File: config.mk
export PLATFORM = sky130hd
export DESIGN_NAME = mem_bus_interface
export DESIGN_NICKNAME = d
export VERILOG_FILES = /design/src/rtl/mem_bus_interface.sv
export SDC_FILE = /design/constraint.sdc
export NUM_CORES = 1
export LEC_CHECK = 0
export ABC_AREA = 1
export BUFFER_PORTS_ARGS = -buffer_cell sky130_fd_sc_hd__buf_4
export CORE_AREA = 8 8 83 85
export DETAILED_ROUTE_END_ITERATION = 8
export DIE_AREA = 0 0 91 93
export PLACE_DENSITY = 0.82
export SLEW_MARGIN = 20
export SYNTH_ARGS = -nofsm -noshare
export SYNTH_HDL_FRONTEND = slang
export SYNTH_SLANG_ARGS = --single-unit
File: constraint.sdc
create_clock -name clk -period 2.2 [get_ports clk]
set_input_delay 0.44 -clock clk [delete_from_list [all_inputs] [get_ports clk]]
set_output_delay 0.44 -clock clk [all_outputs]
set_load 0.005 [all_outputs]
File: src/rtl/mem_bus_interface.sv
// MAR/MDR holding stage in front of the 512x32 memory. Sequences single-word
// reads and writes and exposes a busy/done handshake to the control unit.
module mem_bus_interface #(
    parameter int DATA_W = 32,
    parameter int ADDR_W = 9
) (
    input  logic              clk,
    input  logic              clr,
    input  logic [DATA_W-1:0] BusMuxOut,
    input  logic              MARin,
    input  logic              MDRin,
    input  logic              Read,
    input  logic              Write,
    input  logic [DATA_W-1:0] Mem_Dataout,
    output logic [DATA_W-1:0] Mem_Datain,
    output logic [ADDR_W-1:0] Mem_Address,
    output logic              Mem_Write,
    output logic [DATA_W-1:0] MDR_q,
    output logic              busy,
    output logic              done
);

    typedef enum logic [1:0] {
        IDLE,
        RD,
        WR,
        DONE
    } state_t;

    state_t              r_state;
    state_t              w_next;
    logic [ADDR_W-1:0]   r_mar;
    logic [DATA_W-1:0]   r_mdr;

    always_ff @(posedge clk) begin
        if (clr) begin
            r_state <= IDLE;
            r_mar   <= '0;
            r_mdr   <= '0;
        end else begin
            r_state <= w_next;
            case (r_state)
                IDLE: begin
                    if (MARin) r_mar <= BusMuxOut[ADDR_W-1:0];
                    if (MDRin) r_mdr <= BusMuxOut;
                end
                RD:      r_mdr <= Mem_Dataout;
                default: ;
            endcase
        end
    end

    always_comb begin
        w_next = r_state;
        case (r_state)
            // Write wins over Read; a simultaneous Read is dropped.
            IDLE: begin
                if (Write)     w_next = WR;
                else if (Read) w_next = RD;
            end
            RD:      w_next = DONE;
            WR:      w_next = DONE;
            DONE:    w_next = IDLE;
            default: w_next = IDLE;
        endcase
    end

    assign Mem_Address = r_mar;
    assign Mem_Datain  = r_mdr;
    assign MDR_q       = r_mdr;
    // Gating with clr keeps a reset landing in WR from committing the write.
    assign Mem_Write   = (r_state == WR) && !clr;
    assign busy        = (r_state != IDLE);
    assign done        = (r_state == DONE);

endmodule
Word level (Yosys, flattened, before mapping)
Cells that the tools add are included.
Storage, ports and cells
  bits in registers: 43
  bits of input ports: 70
  output and inout bits: 76
  word-level logic and storage cells: 21
Operators by class
  equal/unequal tests: 5
  mux-type cells: 5
  reduce and logical (&&, ||, !) cells: 8
Operators by type and width (number)
  one-hot mux 32 bit (2 select lines): 1
  two-way mux 32 bit: 1
  one-hot mux 2 bit (3 select lines): 1
  equality test 2 bit, second input constant: 2
  two-way mux 2 bit: 2
  AND reduction 2 bit: 2
  nonzero test 2 bit: 2
  != test 3 bit, second input constant: 1
  equality test 2 x 1 -> 1 bit, second input constant: 1
  logical NOT 2 bit: 1
  != test 2 bit, second input constant: 1
  OR reduction 2 bit: 1
  logical AND 1 bit: 1
  logical NOT 1 bit: 1

Logic depth before layout (Yosys ltp)
Gate-level depths: netlist of the first run.
  depth in word-level cells: 3
  gate-level depth with buffers: 9
  gate-level depth less buffers: 7

Worst setup path before layout of the first run
Ideal clock, no wire load.
  path kind: flip-flop to flip-flop
  from: register r_state[0]
  to: register r_mar[0], in the netlist Mem_Address[0]
  setup time: 0.116 ns
  data arrival time: 1.225 ns
  required time: 2.084 ns
  path slack: 0.859 ns
  cell stages (with the launch flop): 7
  path buffers: 0
  clock period less this slack: 1.341 ns
  cells stage by stage: dfxtp_1 > inv_1 > ha_1 > nand2_1 > clkinv_1 > nor2_1 > nor2_1
On the way
  word-level cells in the longest chain between the ends: 2
Ends and longest elaborated chain
  from (decl): RTL line 30  | state_t r_state;
  from (signal assigned): RTL line 41  | r_state <= w_next;
  logical NOT 2 bit: RTL line 42  | case (r_state)
  AND reduction 2 bit (no line)
  to (signal assigned): RTL line 44  | if (MARin) r_mar <= BusMuxOut[ADDR_W-1:0];
  to (decl): RTL line 32  | logic [ADDR_W-1:0] r_mar;
No other way between the ends.
A chain may end at the register's enable or synchronous reset.

Final worst setup path of the first run
  from: register r_state[0]
  to: output busy
On the way
  word-level cells in the longest chain between the ends: 1
Ends and longest elaborated chain
  nonzero test 2 bit: RTL line 73  | assign busy = (r_state != IDLE);
  to (decl): RTL line 19  | output logic busy,
No other way between the ends.

==> results of run 1 <==
-- registers in the layout, indices dropped and copies added, names as in the netlist --
signal,cells
MDR_q,32
Mem_Address,9
r_state,2
-- layer usage --
layer / up-vias / wire length [um] / global-route usage
met5: - / 0 / 0
met4: 0 / 51 / 0.0396
met1: 1197 / 3100 / 0.188
met3: 5 / 766 / 0.0737
met2: 101 / 3760 / 0.319
li1: 1417 / - / -
-- report_power, final --
| part | switching (mW) | leakage, nW | internal [mW] |
|---|---|---|---|
| logic | 0.794 | 1.63 | 0.763 |
| registers | 0.145 | 0.356 | 0.965 |
| clock network | 0.239 | 0.0371 | 0.212 |
-- cells in the mapped netlist --
library cell / instances / share of area
o21ai_0: 9 / 0.018
nand3_1: 34 / 0.068
nor2_1: 89 / 0.13
dfxtp_1: 43 / 0.34
clkinv_1: 1 / 0.0015
buf_4: 35 / 0.10
ha_1: 5 / 0.025
nand2_2: 1 / 0.0025
buf_2: 13 / 0.026
nand2_1: 141 / 0.21
inv_2: 1 / 0.0015
inv_1: 41 / 0.061
buf_1: 3 / 0.0045
clkbuf_1: 1 / 0.0015
-- worst reg2reg max path, delay by kind of cell, from the launching register on --
kind                       cells  cell delay (ns)
and+or+nand+nor                4             0.72
DFF                            1             0.33
adders and majority gates      1             0.30
buffers and inverters          2             0.23
-- path summary, 6_finish.rpt --
path / endpoint / cells after the start
setup / recovery: busy / 4
hold / removal: Mem_Address[8] / 3
setup reg to reg: MDR_q[11] / 7
hold reg to reg: Mem_Address[0] / 2
-- area by class of cell --
class	count	area share
multi-input cells	279	0.330
repair buffers	152	0.328
flip-flops and latches	43	0.248
inverters	43	0.0464
well taps	75	0.0270
clock buffers	6	0.0209
-- logic make-up after synthesis --
group	after synthesis
fa+ha+maj	5
simple gates	265
buf+inv	95
compound gates	9
flops	43
-- stage by stage --
stage	utilization	power [mW]	setup slack, ns	std cells	area [sq um]
final	0.613	3.12	0.457	598	3480
after global routing	0.613	3.40	0.265	598	3480
after CTS	0.613	3.16	0.462	598	3480
after detailed placement	0.600	2.70	0.532	592	3400
after global placement	0.600	2.66	0.601	592	3400
after floorplan	-	2.11	0.859	417	2510
==> key figures, run 1 <==
Status
  • Status: completed

Placement
  • RePlAce Congestion: 0.802
  • Dpl hpwl: 5920 um
  • PortBufs: 145

STA
  • Final Hold Fails: 0
  • Worst-margin pin slew: 0.620 ns
  • Max-slew headroom: 0.585
  • Slew Limit Fails: 0
  • Fin crit period: 1.74 ns
  • Setup_tns: 0 ns
  • Final setup fails: 0
  • Final Cycle Share: 0.792
  • Layout Skew: 0.00570 ns
  • Final Hold Slack: 0.419 ns
  • RSZ-0062 raised after global routing: no
  • Max Clock Freq: 574 MHz

Final layout
  • Sequential cell area: 861 sq um
  • Commonest non-fill, non-tap cell in the layout: buf_4
  • Multi-input logic area: 0.00115 sq mm
  • Layout Nets: 599
  • ANT cells: 0
  • Most frequent cells in the layout: 152 x buf_4, 141 x nand2_1, 89 x nor2_1
  • Area grow syn2layout: 38.4%
  • Filler Cells Inserted: 577
  • Layout cell share with drive strength beyond 1: 0.304

Setup path
  • Critical Path AT: 1.30 ns
  • R2R Setup Slk: 0.51 ns
  • Critical path's top delay family: buffers and inverters
  • CP max FO: 7
  • Crit path launch: r_state[0]
  • WP buf/inv: 3
  • CP max-delay cell: dfxtp_1
  • CP Class: reg -> out
  • Worst-path cell chain: inv_1, ha_1, inv_1, buf_4
  • RR Startpoint: r_state[0]
  • Most used cell, CP: inv_1
  • Worst Path Required: 1.76 ns
  • Crit path largest cell delay: 0.33 ns
  • CP Launch Type: flop
  • Critical Path End Type: primary output

Global route
  • Pin count of the biggest net entering global routing: 44
  • Gr ovfl total: 0
  • First-pass GRT wire length: 12,600 um
  • Global Route Usage Sum: 0.177
  • Initial antenna violation count: 0
  • Vias in the first global route: 2,716

CTS
  • CTS tree: yes
  • CTS buffer count: 5
  • Clk_lat worst skew: 0.28 ns
  • Clk slew on worst S/H paths: 0.08 ns
  • Root Driver: clkbuf_8
  • Hold bufs inserted after CTS: 0
  • Clock buffer depth: 2
  • Setup bufs post-CTS: 0
  • Sink Count: 43
  • H-tree depth: 2
  • Post-CTS Resized: 0

Worst hold path
  • Min-Delay Path Class: in -> reg
  • Worst min-delay path startpoint: BusMuxOut[8]

Synthesis
  • Syn_nets: 492
  • Largest family of logic cells by synthesized area: simple AND/OR/NAND/NOR gates
  • Synth Area in Compound Gates: 0.0179
  • Synth Area per Inst: 6.02 sq um
  • Multiplexer area fraction after synthesis: 0
  • Synth Area in XOR/XNOR: 0
  • Mapped Area: 0.00251 sq mm
  • Register bit total from synthesis: 43
  • Post-synth cell types: 14
  • Synth Area in Simple Gates: 0.414
  • Adder-Cell Fraction of Synth Area: 0.0249
  • Mapped Cells: 417
  • Seq/Total Area, Yosys: 0.343
  • YS warnings: 0

Floorplanning
  • Die Y-Extent: 93 um
  • Core ar.: 0.00568 sq mm
  • Die width: 91 um
  • # IOs: 146
  • Die ar.: 0.00846 sq mm
  • Initial Util: 0.443
  • Number of core rows: 28

Power
  • Leakage power: 2.02 nW
  • Maximum VDD drop: 0.404 mV
  • Power Density: 897 mW/mm^2

Drt
  • Via count: 2,720
  • Via density: 4.55
  • Routed wire length: 7680 um
  • Iter 0 DRT Violations: 111
  • Drt drc: 0
  • Average wire per cell in the routed design: 12.8 um
  • Routed Antenna Nets: 0
  • Drt pass-1 iters: 4

Run
  • Max-cap viol count: 0
No activity file was read; power rests on OpenSTA's default activity.
==> run 2, diff against run 1 <==
Settings changed: CORE_AREA 8 8 83 85 to 8 8 85 87, DIE_AREA 0 0 91 93 to 0 0 93 95, PLACE_DENSITY 0.82 to 0.79.
Clock period 2.2 ns to 1.7 ns, I/O delays scaled along.
==> key figures, run 2 (synthesis results as in run 1) <==
CTS
  • CTS tree: yes (unchanged)
  • CTS buffer count: 5 (unchanged)
  • H-tree depth: 2 (unchanged)
  • Hold bufs inserted after CTS: 0 (unchanged)
  • Sink Count: 43 (unchanged)
  • Clk slew on worst S/H paths: 0.08 ns (about the same)
  • Clk_lat worst skew: 0.29 ns (was 0.28 ns)
  • Root Driver: clkbuf_8 (unchanged)
  • Clock buffer depth: 2 (unchanged)

STA
  • Fin crit period: 1.58 ns
  • Final Cycle Share: 0.927
  • RSZ-0062 raised after global routing: no (unchanged)
  • Setup_tns: 0 ns (unchanged)
  • Layout Skew: 0.00987 ns (was 0.00570 ns)
  • Worst-margin pin slew: 0.256 ns (was 0.620 ns)
  • Final Hold Fails: 0 (unchanged)
  • Max Clock Freq: 634 MHz
  • Slew Limit Fails: 0 (unchanged)
  • Final setup fails: 0 (unchanged)
  • Max-slew headroom: 0.830 (was 0.585)

Floorplanning
  • Initial Util: 0.432 (was 0.443)
  • Die Y-Extent: 95 um (was 93 um)
  • Die width: 93 um (was 91 um)
  • # IOs: 146 (unchanged)
  • Core ar.: 0.00582 sq mm (was 0.00568 sq mm)
  • Die ar.: 0.00884 sq mm (was 0.00846 sq mm)
  • Number of core rows: 28 (unchanged)

Final layout
  • Commonest non-fill, non-tap cell in the layout: buf_4 (unchanged)
  • Layout cell share with drive strength beyond 1: 0.315 (was 0.304)
  • Most frequent cells in the layout: 155 x buf_4, 141 x nand2_1, 89 x nor2_1 (was 152 x buf_4, 141 x nand2_1, 89 x nor2_1)
  • ANT cells: 0 (unchanged)
  • Area grow syn2layout: 42.2% (was 38.4%)
  • Fin cells: 605 (was 598)
  • Filler Cells Inserted: 579 (was 577)
  • Multi-input logic area: 0.00115 sq mm (about the same)
  • Largest register FFs: 32 (unchanged)
  • Sequential cell area: 861 sq um (unchanged)
  • Layout Nets: 604 (was 599)

Placement
  • PortBufs: 145 (unchanged)
  • Dpl cells: 597 (was 592)
  • RePlAce Congestion: 0.760 (was 0.802)
  • Dpl hpwl: 6250 um (was 5920 um)

Drt
  • Via density: 4.57 (was 4.55)
  • Drt drc: 0 (unchanged)
  • Routed Antenna Nets: 0 (unchanged)
  • Met3 wire length: 931 um (was 766 um)
  • Top sig layer: met4 (unchanged)
  • Met1 WL: 3000 um (was 3100 um)
  • Average wire per cell in the routed design: 13.1 um (was 12.8 um)
  • Met2 routed WL: 3830 um (was 3760 um)
  • Via count: 2,766 (was 2,720)
  • Drt pass-1 iters: 4 (unchanged)
  • Routed wire length: 7900 um (was 7680 um)
  • Iter 0 DRT Violations: 76 (was 111)

Worst hold path
  • Min-Delay Path Class: in -> reg (unchanged)

Power
  • Power Density: 1190 mW/mm^2 (was 897 mW/mm^2)
  • Maximum VDD drop: 0.730 mV (was 0.404 mV)
  • Leakage power: 2.06 nW (was 2.02 nW)

Global route
  • Initial antenna violation count: 0 (unchanged)
  • Vias in the first global route: 2,724 (was 2,716)
  • Gr ovfl total: 0 (unchanged)
  • First-pass GRT wire length: 12,300 um (was 12,600 um)
  • Pin count of the biggest net entering global routing: 44 (unchanged)
  • Global Route Usage Sum: 0.171 (was 0.177)

Run
  • Max-cap viol count: 0 (unchanged)

Setup path
  • CP max FO: 7 (unchanged)
  • CP Launch Type: flop (unchanged)
  • Worst-path cell chain: inv_1, ha_2, inv_1, buf_4 (was inv_1, ha_1, inv_1, buf_4)
  • CP max-delay cell: dfxtp_1 (unchanged)
  • Crit path largest cell delay: 0.34 ns (was 0.33 ns)
  • CP Class: reg -> out (unchanged)
  • Worst Path Required: 1.36 ns (was 1.76 ns)
  • Critical Path AT: 1.24 ns (was 1.30 ns)
  • Critical Path End Type: primary output (unchanged)
  • Most used cell, CP: inv_1 (unchanged)

Status
  • Status: completed (unchanged)
## run 2: cell types whose count changed in the layout (fill, tap and decap cells not counted), sizes merged
cell | before | now
buf | 152 | 157
clkbuf | 6 | 8
## run 2: final cells by class
cell class | instances | area share
timing repair buffer | 157 | 0.337
sequential | 43 | 0.241
multi-input combinational | 279 | 0.322
inverter | 43 | 0.0459
clock buffer | 8 | 0.0280
tap | 75 | 0.0263
## run 2: per-stage QoR
| step | hold slack (ns) | total power [mW] | cell area [sq um] | setup WS (ns) | utilization |
|---|---|---|---|---|---|
| after floorplan | 0.480 | 2.73 | 2510 | 0.359 | - |
| after global placement | 0.465 | 3.53 | 3470 | 0.172 | 0.596 |
| after detailed placement | 0.480 | 3.60 | 3470 | 0.0983 | 0.596 |
| after CTS | 0.311 | 4.29 | 3570 | 0.0517 | 0.613 |
| after global routing | 0.312 | 4.60 | 3570 | 0.0360 | 0.614 |
| final | 0.307 | 4.24 | 3570 | 0.124 | 0.614 |
## run 2: critical path, delay by kind of cell (launching register included)
family                   cells  cell delay, ns
adder cells (fa/ha/maj)      1            0.25
buffers and inverters        3            0.35
flip-flops                   1            0.34
## run 2: what timing repair did
| action | 4_1_cts | 5_1_grt |
|---|---|---|
| gates resized for setup | 0 | 2 |
| setup endpoints to repair | 0 | 9 |
| hold endpoints to repair | 0 | 0 |
| buffers inserted | 0 | 0 |
## run 2: routing by layer
metal  GRT usage  vias up
met5           0        -
met4      0.0523        0
met3      0.0778       12
met2       0.313      125
met1       0.170     1201
li1            -     1428
## run 2: worst paths after layout
path,from,to,slack (ns),cells after the start
worst max-delay path,r_state[0],busy,0.12,4
worst min-delay path,BusMuxOut[2],Mem_Address[2],0.31,3
worst max register to register,r_state[1],MDR_q[24],0.17,8
worst min register to register,Mem_Address[3],Mem_Address[3],0.49,2
## run 2: report_power, final
group / total (mW) / internal (mW) / switching, mW
logic: 2.11 / 1.06 / 1.05
registers: 1.43 / 1.25 / 0.183
clock network: 0.702 / 0.371 / 0.331
